===== config.mk =====
export PLATFORM = sky130hd
export DESIGN_NAME = pipe_stage_hs
export DESIGN_NICKNAME = d
export VERILOG_FILES = /design/src/rtl/pipe_stage_hs_pkg.sv /design/src/rtl/pipe_skid_buf.sv /design/src/rtl/pipe_stage_hs.sv
export SDC_FILE = /design/constraint.sdc
export NUM_CORES = 1
export LEC_CHECK = 0
export BUFFER_PORTS_ARGS = -buffer_cell sky130_fd_sc_hd__buf_2
export CAP_MARGIN = 20
export CORE_MARGIN = 4
export CORE_UTILIZATION = 40
export CTS_BUF_LIST = sky130_fd_sc_hd__clkbuf_8
export DETAILED_ROUTE_END_ITERATION = 16
export PLACE_DENSITY = 0.68
export SETUP_SLACK_MARGIN = 0.1
export SLEW_MARGIN = 10
export SYNTH_ARGS = -nofsm -noshare
export SYNTH_HDL_FRONTEND = slang
export SYNTH_SLANG_ARGS = --single-unit
export TNS_END_PERCENT = 1

===== constraint.sdc =====
create_clock -name clk -period 2.6 [get_ports clk]
set_clock_uncertainty 0.05 [all_clocks]
set_input_delay 0 -clock clk [delete_from_list [all_inputs] [get_ports clk]]
set_output_delay 0 -clock clk [all_outputs]
set_load 0.005 [all_outputs]

===== src/rtl/pipe_stage_hs_pkg.sv =====
// Shared constants for pipeline stage registers: the NOP instruction encoding
// and the standard concatenated payload widths carried between stages.
package pipe_stage_hs_pkg;

  localparam int unsigned INST_W   = 32;
  localparam int unsigned ADDR_W   = 32;
  localparam logic [INST_W-1:0] INST_NOP = 32'h0000_0013;

  localparam int unsigned IF_ID_W  = INST_W + ADDR_W;
  localparam int unsigned ID_EX_W  = INST_W + ADDR_W + 2 * 32;
  localparam int unsigned EX_MEM_W = INST_W + ADDR_W + 32;

endpackage


===== src/rtl/pipe_skid_buf.sv =====
// Single-entry skid slot: catches the beat accepted while the main register is
// full and stalled, and hands it back when the main register drains.
module pipe_skid_buf
  import pipe_stage_hs_pkg::*;
#(
  parameter int unsigned       DATA_W  = IF_ID_W,
  parameter logic [DATA_W-1:0] NOP_VAL = {DATA_W{1'b0}}
) (
  input  logic              clk,
  input  logic              rst,
  input  logic              flush_i,
  input  logic              push_i,
  input  logic              pop_i,
  input  logic [DATA_W-1:0] data_i,
  output logic              valid_o,
  output logic [DATA_W-1:0] data_o
);

  logic              valid_q, valid_d;
  logic [DATA_W-1:0] data_q, data_d;

  always_comb begin
    valid_d = valid_q;
    data_d  = data_q;
    if (flush_i) begin
      valid_d = 1'b0;
      data_d  = NOP_VAL;
    end else if (push_i) begin
      valid_d = 1'b1;
      data_d  = data_i;
    end else if (pop_i) begin
      // Park a defined value so an empty slot never carries stale data.
      valid_d = 1'b0;
      data_d  = NOP_VAL;
    end
  end

  always_ff @(posedge clk) begin
    if (rst) begin
      valid_q <= 1'b0;
      data_q  <= NOP_VAL;
    end else begin
      valid_q <= valid_d;
      data_q  <= data_d;
    end
  end

  assign valid_o = valid_q;
  assign data_o  = data_q;

endmodule


===== src/rtl/pipe_stage_hs.sv =====
// Generic valid/ready pipeline stage register with hold (freeze), flush (bubble),
// an optional skid entry for registered in_ready, and a saturating stall counter.
module pipe_stage_hs
  import pipe_stage_hs_pkg::*;
#(
  parameter int unsigned       DATA_W  = IF_ID_W,
  parameter logic [DATA_W-1:0] NOP_VAL = {DATA_W{1'b0}},
  parameter int unsigned       SKID    = 0,
  parameter int unsigned       CNT_W   = 16
) (
  input  logic              clk,
  input  logic              rst,
  input  logic              hold_i,
  input  logic              flush_i,
  input  logic              in_valid_i,
  output logic              in_ready_o,
  input  logic [DATA_W-1:0] in_data_i,
  output logic              out_valid_o,
  input  logic              out_ready_i,
  output logic [DATA_W-1:0] out_data_o,
  output logic [CNT_W-1:0]  stall_cnt_o
);

  logic              valid_q, valid_d;
  logic [DATA_W-1:0] data_q, data_d;
  logic [CNT_W-1:0]  stall_q, stall_d;

  logic              skid_valid;
  logic [DATA_W-1:0] skid_data;
  logic              skid_push, skid_pop;
  logic              in_fire, out_fire;

  // Flush always accepts (and drops) the incoming beat; hold blocks it.
  always_comb begin
    if (flush_i) begin
      in_ready_o = 1'b1;
    end else if (hold_i) begin
      in_ready_o = 1'b0;
    end else if (SKID != 0) begin
      in_ready_o = !skid_valid;
    end else begin
      in_ready_o = !valid_q || out_ready_i;
    end
  end

  // A stage being killed or frozen must not hand its payload downstream.
  assign out_valid_o = valid_q && !hold_i && !flush_i;
  assign out_data_o  = valid_q ? data_q : NOP_VAL;
  assign in_fire     = in_valid_i && in_ready_o;
  assign out_fire    = out_valid_o && out_ready_i;

  always_comb begin
    valid_d   = valid_q;
    data_d    = data_q;
    skid_push = 1'b0;
    skid_pop  = 1'b0;
    if (flush_i) begin
      valid_d = 1'b0;
      data_d  = NOP_VAL;
    end else if (hold_i) begin
      valid_d = valid_q;
    end else if (skid_valid) begin
      // in_ready is low while the skid is full, so only a drain can happen.
      if (out_fire) begin
        data_d   = skid_data;
        skid_pop = 1'b1;
      end
    end else if (in_fire) begin
      if (!valid_q || out_fire) begin
        valid_d = 1'b1;
        data_d  = in_data_i;
      end else begin
        skid_push = 1'b1;
      end
    end else if (out_fire) begin
      valid_d = 1'b0;
      data_d  = NOP_VAL;
    end
  end

  always_comb begin
    stall_d = stall_q;
    if (out_valid_o && !out_ready_i && !(&stall_q)) begin
      stall_d = stall_q + {{(CNT_W-1){1'b0}}, 1'b1};
    end
  end

  always_ff @(posedge clk) begin
    if (rst) begin
      valid_q <= 1'b0;
      data_q  <= NOP_VAL;
      stall_q <= '0;
    end else begin
      valid_q <= valid_d;
      data_q  <= data_d;
      stall_q <= stall_d;
    end
  end

  assign stall_cnt_o = stall_q;

  if (SKID != 0) begin : g_skid
    pipe_skid_buf #(
      .DATA_W  (DATA_W),
      .NOP_VAL (NOP_VAL)
    ) u_skid (
      .clk     (clk),
      .rst     (rst),
      .flush_i (flush_i),
      .push_i  (skid_push),
      .pop_i   (skid_pop),
      .data_i  (in_data_i),
      .valid_o (skid_valid),
      .data_o  (skid_data)
    );
  end else begin : g_no_skid
    logic unused_skid;
    assign skid_valid  = 1'b0;
    assign skid_data   = NOP_VAL;
    assign unused_skid = skid_push | skid_pop;
  end

endmodule


==> flow_summary.toml <==
[run_status]
status = "finished clean"

[synthesis]
synth-compound-area-share_pct = 14.4
synth-simple-area-share_pct = 35.4
synth.largest_area_cell = "sky130_fd_sc_hd__dfxtp_1"
synthCells = 470
synth.net_count = 541
synth.ff_latch_count = 81
syn_area_um2 = 3650
main_combinational_cell_family_by_area_after_synthesis = "simple AND/OR/NAND/NOR gates"
synthXorXnorAreaFrac_pct = 0
synth.area.top_cells = "sky130_fd_sc_hd__dfxtp_1 44%, sky130_fd_sc_hd__and2_1 11%, sky130_fd_sc_hd__a21oi_1 11%"
yosysUniqueCellTypes = 35
synth_ff_type = "sky130_fd_sc_hd__dfxtp_1"
synth_enable_flop_cells = 0
synth.top_cells.by_count = "93 x sky130_fd_sc_hd__nand2_1, 81 x sky130_fd_sc_hd__dfxtp_1, 78 x sky130_fd_sc_hd__a21oi_1"
ys_async_sr_fraction_pct = 0
synth_adder_area_share_pct = 0.343
yosysSeqAreaShare_pct = 44.4
synth_top_cell_area_share_pct = 44.4
synth_warnings = 0
syn_avg_cell_area_um2 = 7.76
synth.area.mux_share_pct = 0.583
synth.most_common_cell = "sky130_fd_sc_hd__nand2_1"

[clock_tree]
cts_root_buffer = "sky130_fd_sc_hd__clkbuf_8"
clock_insertion_delay_worst_skew_ps = 340
numClockSinks = 81
cts.htree.levels = 3
clk_pin_slew_worst_paths_ps = 90
tritoncts.num_buffers = 9
tritoncts = "yes"
cts.path.max_buffers = 2

[sta]
worstMarginPinSlew_ps = 667
timing.final.crit_period_ps = 2320
final.hold.worst_slack_ps = 131
slew_headroom_pct = 55.2
max_freq_ghz = 0.431
setup_tns_ps = 0
finalMaxSlewViolations = 0
finalHoldViolCount = 0
finalWorstSetupSlack_ps = 281
final_min_period_over_clock_period_pct = 89.2
final-setup-viol-count = 0
rsz_0062_raised_after_global_routing = "false"

[worst_setup_path]
worstPathRequired_ps = 2780
worst_path_max_fanout = 7
startpoint_type = "register"
critical_path_arrival_ps = 2490
cp_top_family = "simple AND/OR/NAND/NOR gates"
worstPathCellList = "or4b_1 > or4_1 > nor4b_1 > mux2_2"
crit_slowest_cell = "sky130_fd_sc_hd__or4_1"
critical_path_class = "register to register"
cp.buffers_inverters = 0
critical-path-max-stage-delay_ps = 650
critical_path.endpoint_type = "register"

[drt]
drt-wirelength-per-cell_um = 14.7
drt-vias-per-instance = 5.26
drc = 0
dr.pass1.iters = 4
final_wl_um = 11400
detail_route_antenna_nets = 0
via_count = 4100
drtIter0Drc = 157

[min_path]
hold_path.class = "input pin to register"

[place]
placement.setup.worst_slack_ps = 272
dp_cells = 699
detailedPlacementHpwl_um = 6950
io_buffers = 151
rd_place_congestion = 0.830

[cells_and_area]
flow.area_growth_from_synthesis_pct = 46.5
num-nets-final = 738
post_layout_nonfiller_instances = 780
drive_gt1_share_pct = 27.8
antenna_cells = 0

[power]
power.ir.vdd_worst_uv = 287
p_per_area_nw_per_um2 = 448
power.share.switching_pct = 25.9
combinationalPowerShare_pct = 11.7
clock_power_share_pct = 35.7
internal_power_uw = 1780
power.switching_uw = 621
total_leakage_power_uw = 0.00224
seq_power_share_pct = 52.7

[floorplan]
core_area_um2 = 8810
die-height_um = 104
die_area_um2 = 10700
io_pins = 152
chipWidth_um = 104
floorplan.rows = 34
initial_utilization_pct = 41.4

[global_route]
grt-ovfl-total = 0
global_route.usage.total_pct = 21.3
grt_pass1_wl_um = 19500
antenna_found_initial = 0
grt_pass1_vias = 4014
grt_start_max_net_pins = 71

[run]
timing.max_cap.violations = 0
[cell usage in the layout (no fill, tap or decap), types with 8 or more instances in the layout]
master                          count
sky130_fd_sc_hd__nand4_1           44
sky130_fd_sc_hd__buf_4              8
sky130_fd_sc_hd__buf_2            151
sky130_fd_sc_hd__a21oi_1           77
sky130_fd_sc_hd__nand2_1           93
sky130_fd_sc_hd__or4_1              9
sky130_fd_sc_hd__dlygate4sd3_1     65
sky130_fd_sc_hd__clkbuf_8          10
sky130_fd_sc_hd__and2_1            65
sky130_fd_sc_hd__o31ai_1            9
sky130_fd_sc_hd__dfxtp_1           80
[worst register-to-register path, cell delays in order (launching register included)]
cell	delay, ps
sky130_fd_sc_hd__dfxtp_2	340
sky130_fd_sc_hd__or4b_1	470
sky130_fd_sc_hd__or4_1	650
sky130_fd_sc_hd__nor4b_1	320
sky130_fd_sc_hd__mux2_2	370
[sequential cells by signal, summed over array words and instances (netlist names)]
| register | flops |
|---|---|
| stall_cnt_o | 16 |
| valid_q | 1 |
| data_q | 64 |
[metrics by stage]
step | total power (µW) | utilization (%) | cell area, µm²
global placement | 1490 | 51.2 | 4510
finish | 2400 | 60.7 | 5350
CTS | 2430 | 60.7 | 5340
global route | 2520 | 60.7 | 5350
detailed placement | 1490 | 51.2 | 4510
floorplan | 1390 | - | 3650
[routing by layer]
metal  up-vias  share of wire (%)  wire [µm]  GRT usage (%)
met4         0                2.4        276           7.31
met1      1872                 41       4640           26.4
met3        29                8.9       1020           7.52
met5         -                  0          0              0
met2       178                 48       5510           34.3
li1       2021                  -          -              -
[power groups by stage]
stage / registers [µW] / logic, µW / clock network (µW)
2_1_floorplan: 1290 / 104 / 0
3_3_place_gp: 1290 / 198 / 0
4_1_cts: 1260 / 275 / 888
5_1_grt: 1270 / 306 / 947
6_report: 1260 / 280 / 855
3_5_place_dp: 1290 / 200 / 0
[path summary, 6_finish.rpt]
| path | start | endpoint | slack, ps | cells after the start |
|---|---|---|---|---|
| setup / recovery | valid_q | stall_cnt_o[15] | 280 | 4 |
| hold / removal | flush_i | stall_cnt_o[1] | 130 | 4 |
| setup reg to reg | valid_q | stall_cnt_o[15] | 280 | 4 |
| hold reg to reg | data_q[63] | data_q[63] | 400 | 2 |
[cells by family (layout without fill, tap and decap cells)]
group / count (synthesis) / after routing
AOI/OAI and AO/OA: 98 / 98
DFF: 81 / 81
and+or+nand+nor: 242 / 242
buffers and inverters: 46 / 248
adders and majority gates: 1 / 1
muxes: 2 / 2
[cell type report]
class                           count  area [µm²]
Timing Repair Buffer              227        1520
Clock inverter                      6        48.8
Tap cell                          108         135
Inverter                            5        18.8
Sequential cell                    81        1620
Clock buffer                       10         138
Multi-Input combinational cell    343        1870
Fill cell                         776        3460
[what timing repair did]
action,in CTS,in global routing
resized for setup,0,1
buffers inserted,0,0
hold buffers,65,0
hold endpoints to repair,73,0
endpoints found under the setup margin,0,2
Power figures use the tool's default switching activity.
